[src/rtl/apb_des_ctrl.sv]
// APB slave front-end for the DES core: decodes register accesses into one-cycle
// command pulses, tracks key loading, and inserts a wait state on output-FIFO reads.
module apb_des_ctrl #(
  parameter int DATA_W    = 32,
  parameter int CNT_W     = 5,
  parameter int IN_DEPTH  = 24,
  parameter int KEY_WORDS = 6
) (
  input  logic              clk,
  input  logic              n_rst,
  input  logic [2:0]        PADDR,
  input  logic              PSEL,
  input  logic              PENABLE,
  input  logic              PWRITE,
  input  logic [DATA_W-1:0] PWDATA,
  output logic [DATA_W-1:0] PRDATA,
  output logic              PREADY,
  output logic              PSLVERR,
  input  logic [CNT_W-1:0]  data_in_cnt,
  input  logic [CNT_W-1:0]  data_out_cnt,
  input  logic [DATA_W-1:0] data_out,
  output logic [2:0]        mode,
  output logic [DATA_W-1:0] wdata_out,
  output logic              key_loaded
);

  localparam int KEY_W = $clog2(KEY_WORDS);
  localparam logic [KEY_W-1:0] KEY_LAST = KEY_W'(KEY_WORDS - 1);
  localparam logic [KEY_W-1:0] KEY_HALF = KEY_W'(KEY_WORDS / 2);
  localparam logic [CNT_W:0]   IN_FULL  = (CNT_W + 1)'(IN_DEPTH);

  localparam logic [2:0] MODE_NONE   = 3'd0;
  localparam logic [2:0] MODE_ENC    = 3'd1;
  localparam logic [2:0] MODE_DEC    = 3'd2;
  localparam logic [2:0] MODE_KEY_LO = 3'd3;
  localparam logic [2:0] MODE_KEY_HI = 3'd4;
  localparam logic [2:0] MODE_SRST   = 3'd5;
  localparam logic [2:0] MODE_POP    = 3'd6;

  typedef enum logic [1:0] {IDLE, RD_WAIT, ACCESS} state_t;

  state_t              state_reg, state_next;
  logic                err_reg, err_next;
  logic [2:0]          mode_reg, mode_next;
  logic [DATA_W-1:0]   wdata_reg, wdata_next;
  logic [KEY_W-1:0]    key_cnt_reg, key_cnt_next;
  logic                key_loaded_reg, key_loaded_next;
  logic                setup;
  logic                setup_err;
  logic                rd_pop_ok;
  logic                done;

  assign setup = (state_reg == IDLE) && PSEL && !PENABLE;

  // Error classification uses the setup-cycle view of the FIFO levels and key state.
  always_comb begin
    setup_err = 1'b0;
    if (PWRITE) begin
      if (PADDR[2])
        setup_err = 1'b1;
      else if ((PADDR[2:1] == 2'b00) &&
               (({1'b0, data_in_cnt} >= IN_FULL) || !key_loaded_reg))
        setup_err = 1'b1;
    end else begin
      if (!PADDR[2])
        setup_err = 1'b1;
      else if ((PADDR == 3'd4) && (data_out_cnt == '0))
        setup_err = 1'b1;
    end
  end

  assign rd_pop_ok = !PWRITE && (PADDR == 3'd4) && !setup_err;

  always_comb begin
    state_next = state_reg;
    err_next   = err_reg;
    case (state_reg)
      IDLE: begin
        if (setup) begin
          err_next   = setup_err;
          state_next = rd_pop_ok ? RD_WAIT : ACCESS;
        end
      end
      RD_WAIT: state_next = PSEL ? ACCESS : IDLE;
      ACCESS:  state_next = IDLE;
      default: state_next = IDLE;
    endcase
  end

  assign PREADY  = (state_reg == ACCESS);
  assign PSLVERR = PREADY && err_reg;
  assign done    = PREADY && PSEL && PENABLE && !err_reg;

  always_comb begin
    PRDATA = '0;
    if ((state_reg == ACCESS) && !err_reg && !PWRITE) begin
      case (PADDR)
        3'd4:    PRDATA = data_out;
        3'd5:    PRDATA[CNT_W-1:0] = data_in_cnt;
        3'd6:    PRDATA[CNT_W-1:0] = data_out_cnt;
        3'd7:    PRDATA[KEY_W:0] = {key_cnt_reg, key_loaded_reg};
        default: PRDATA = '0;
      endcase
    end
  end

  always_comb begin
    mode_next       = MODE_NONE;
    wdata_next      = wdata_reg;
    key_cnt_next    = key_cnt_reg;
    key_loaded_next = key_loaded_reg;
    if (done) begin
      if (PWRITE) begin
        wdata_next = PWDATA;
        case (PADDR)
          3'd0: mode_next = MODE_ENC;
          3'd1: mode_next = MODE_DEC;
          3'd2: begin
            mode_next = (key_cnt_reg < KEY_HALF) ? MODE_KEY_LO : MODE_KEY_HI;
            if (key_cnt_reg == KEY_LAST) begin
              key_cnt_next    = '0;
              key_loaded_next = 1'b1;
            end else begin
              key_cnt_next = key_cnt_reg + 1'b1;
              // First word of a fresh load invalidates the previous key.
              if (key_cnt_reg == '0)
                key_loaded_next = 1'b0;
            end
          end
          3'd3: begin
            mode_next       = MODE_SRST;
            key_cnt_next    = '0;
            key_loaded_next = 1'b0;
          end
          default: mode_next = MODE_NONE;
        endcase
      end else if (PADDR == 3'd4) begin
        mode_next = MODE_POP;
      end
    end
  end

  always_ff @(posedge clk or negedge n_rst) begin
    if (!n_rst) begin
      state_reg      <= IDLE;
      err_reg        <= 1'b0;
      mode_reg       <= MODE_NONE;
      wdata_reg      <= '0;
      key_cnt_reg    <= '0;
      key_loaded_reg <= 1'b0;
    end else begin
      state_reg      <= state_next;
      err_reg        <= err_next;
      mode_reg       <= mode_next;
      wdata_reg      <= wdata_next;
      key_cnt_reg    <= key_cnt_next;
      key_loaded_reg <= key_loaded_next;
    end
  end

  assign mode       = mode_reg;
  assign wdata_out  = wdata_reg;
  assign key_loaded = key_loaded_reg;

endmodule

[config.mk]
export PLATFORM = sky130hd
export DESIGN_NAME = apb_des_ctrl
export DESIGN_NICKNAME = d
export VERILOG_FILES = /design/src/rtl/apb_des_ctrl.sv
export SDC_FILE = /design/constraint.sdc
export NUM_CORES = 1
export LEC_CHECK = 0
export BUFFER_PORTS_ARGS = -buffer_cell sky130_fd_sc_hd__buf_2
export CORE_MARGIN = 3
export CORE_UTILIZATION = 41
export CTS_CLUSTER_SIZE = 25
export DETAILED_ROUTE_END_ITERATION = 10
export MAX_ROUTING_LAYER = met4
export PLACE_DENSITY = 0.77
export SLEW_MARGIN = 20
export SYNTH_ARGS = -nofsm -noshare
export SYNTH_HDL_FRONTEND = slang
export SYNTH_SLANG_ARGS = --single-unit
export TNS_END_PERCENT = 10
[constraint.sdc]
create_clock -name clk -period 1.7 [get_ports clk]
set_clock_uncertainty 0.05 [all_clocks]
set_input_delay 0.085 -clock clk [delete_from_list [all_inputs] [get_ports clk]]
set_output_delay 0.085 -clock clk [all_outputs]
set_load 0.02 [all_outputs]
==> summary.md <==
| Metric | Value |
|---|---|
| Status | `finished, violations left` |
| Failing checks | `negative setup slack` |
| Count leader, synth | `dfrtp_1` |
| Initial Utilization | `0.439` |
| Vias | `roughly 2.1k` |
| Post-detail-place hpwl | `4520 um` |
| GRT Resource Usage Total | `0.208` |
| CP endpoint kind | `output port` |
| Least-Margin Pin Slew | `0.507 ns` |
| Finished Layout Cells | `448` |
| Htree depth | `2` |
| Pwr per Cell Area | `813 nW/um2` |
| Hold path depth | `2` |
| Ys flop type | `dfrtp_1` |
| Fill count | `340` |
| Pre-antenna DRT Iters | `4` |
| Final-report hold violation count | `0` |
| Initial antenna violation count | `0` |
| Antenna diodes | `0` |
| Arr. time, crit path | `between 1.5 and 2 ns` |
| Synth Net Count | `~270` |
| Worst skew pair latency | `~0.28 ns` |
| Grt ovf | `0` |
| CP Depth | `6` |
| Longest Clk Path Bufs | `2` |
| Unrepaired setup endpoints after global routing | `yes` |
| Top cells by area, synth | `dfrtp_1 (49%), mux2_2 (16%), and2_1 (8.1%)` |
| Synth unique cells | `42` |
| Top delay family on crit path | `buffers and inverters` |
| Final Setup Violations | `26` |
| Cell taking the most area after synthesis | `dfrtp_1` |
| First-pass GRT wire length | `10100 um` |
| Wire per inst | `15.1 um` |
| Top Ports | `152` |
| Mapped Area | `2160 um2` |
| Drt via density | `around 4.8` |
| Lkg Pwr | `roughly 0.0020 uW` |
| Post-synth EDFFs | `0` |
| Antenna Nets Post-Route | `0` |
| Largest net degree at the start of global routing | `43` |
| Syn Inst Count | `between 150 and 200` |
| Avg Synthesized Cell Area | `11.6 um2` |
| Final Cycle Share | `1.05` |
| WS Path Type | `reg -> out` |
| Die Footprint | `6170 um2` |
| Die X | `78.6 um` |
| Final setup margin | `-0.0781 ns` |
| Vias in the first global route | `about 2.2k` |
| Seq/Total Area, Yosys | `0.487` |
| Asr flop ratio synth | `1.00` |
| CTS Buf Count | `5` |
| Dpl cells | `403` |
| IO Port Bufs | `151` |
| Ys Warns | `0` |
| Post-synth top cells | `dfrtp_1 (42), mux2_2 (30), and2_1 (28)` |
| #FFs+latches synth | `42` |
| Slew margin rel. | `0.662` |
| Max Freq | `562 MHz` |
| Worst path bufs/invs | `3` |
| Post-synth top area share | `0.487` |
| Total Wirelength | `between 6000 and 7000 um` |
| CTS tree | `built` |
| Syn-to-layout area delta | `73.0%` |
| FP Rows | `25` |
| DRC Markers | `0` |
| Critical path's slowest cell | `dfrtp_1` |
| Worst Path Required | `1.56 ns` |
| DRT iter0 DRCs | `64` |
| Final Util | `0.760` |
| HP Class | `in -> reg` |
| CP Launch Type | `flop` |
| Share of cells above drive strength 1 | `0.585` |
| Worst-path fanout max | `13` |
| Peak supply drop | `0.000737 V` |
| Reg2reg setup slack | `-0.01 ns` |
| Setup TNS | `-0.879 ns` |
| Worst-path clk slew | `0.07 ns` |
| GP Congestion | `about 0.82` |
| CP peak stage delay | `0.39 ns` |
| Overall power | `3040 uW` |
| Reg2Reg Depth | `6` |
| CP Cell Sequence | `nand2b_4, buf_6, nor3_4, bufbuf_16, and2_1, buf_4` |
| Tmin final | `1.78 ns` |
| Max-cap viol count | `0` |
| TritonCTS Sinks | `42` |
| Vert. Die Dim | `78.6 um` |
| Fin nets | `approximately 460` |
| Worst slack at placement | `0.148 ns` |
| Clock Tree Root | `clkbuf_8` |
| Pins Over Slew Limit | `0` |
| Largest register FFs | `32` |
| Core area | `approximately 5000 um2` |
[metal layers]
metal,track usage,vias to the layer above,share of wire
li1,-,1038,-
met1,0.221,1005,0.36
met2,0.386,84,0.56
met3,0.0493,8,0.064
met4,0.0542,0,0.013
met5,-,-,0
[per-stage QoR]
step	hold slack (ns)	instance area [um2]
detailed placement	0.137	3020
global route	0.0175	3730
global placement	0.126	3020
CTS	0.000777	3570
finish	0.0297	3730
floorplan	-0.261	2160
[layout by cell type, fill, tap and decap left out, types with 8 or more instances in the layout]
master         count
mux2_2            30
dfrtp_1           42
buf_2            120
buf_4             24
nand2_1            8
buf_6             15
and2_4            13
dlygate4sd3_1     33
and2_1            15
[cells by family (layout without fill, tap and decap cells)]
| group | count (synthesis) | after routing | share of synthesized area |
|---|---|---|---|
| simple gates | 69 | 69 | 0.199 |
| flops | 42 | 42 | 0.487 |
| mux | 40 | 40 | 0.210 |
| compound gates | 22 | 22 | 0.0661 |
| buf+inv | 12 | 207 | 0.0336 |
| xor+xnor | 1 | 1 | 0.00406 |
[path summary, 6_finish.rpt]
path / startpoint / to
worst min-delay path: PSEL / state_reg[1]
min in group asynchronous: n_rst / wdata_out[26]
worst max-delay path: state_reg[0] / PRDATA[14]
max in group asynchronous: n_rst / mode[1]
worst max register to register: state_reg[0] / wdata_out[1]
worst min register to register: wdata_out[19] / wdata_out[19]
[timing repair]
item,in CTS,in global routing
setup buffers,2,1
endpoints found under the hold margin,72,2
hold buffers,31,2
gates cloned,1,1
setup endpoints to repair,32,55
gates resized for setup,28,34
pin swaps,0,13
[cell type report]
class,count,area [um2],share of cell area
timing repair buffer,196,1380,0.369
clock inverter,1,30.0,0.00804
clock buffer,6,82.6,0.0221
tap,67,83.8,0.0225
multi-input combinational,132,1090,0.293
sequential,42,1050,0.282
inverter,4,15.0,0.00402
[report_power, final]
part	total, uW	switching [uW]	leakage, uW	internal (uW)
clock network	772	303	0.0000573	470
registers	1310	108	0.000548	1200
logic	957	511	0.00135	446
total	3040	922	0.00196	2110
Power figures use the tool's default switching activity.
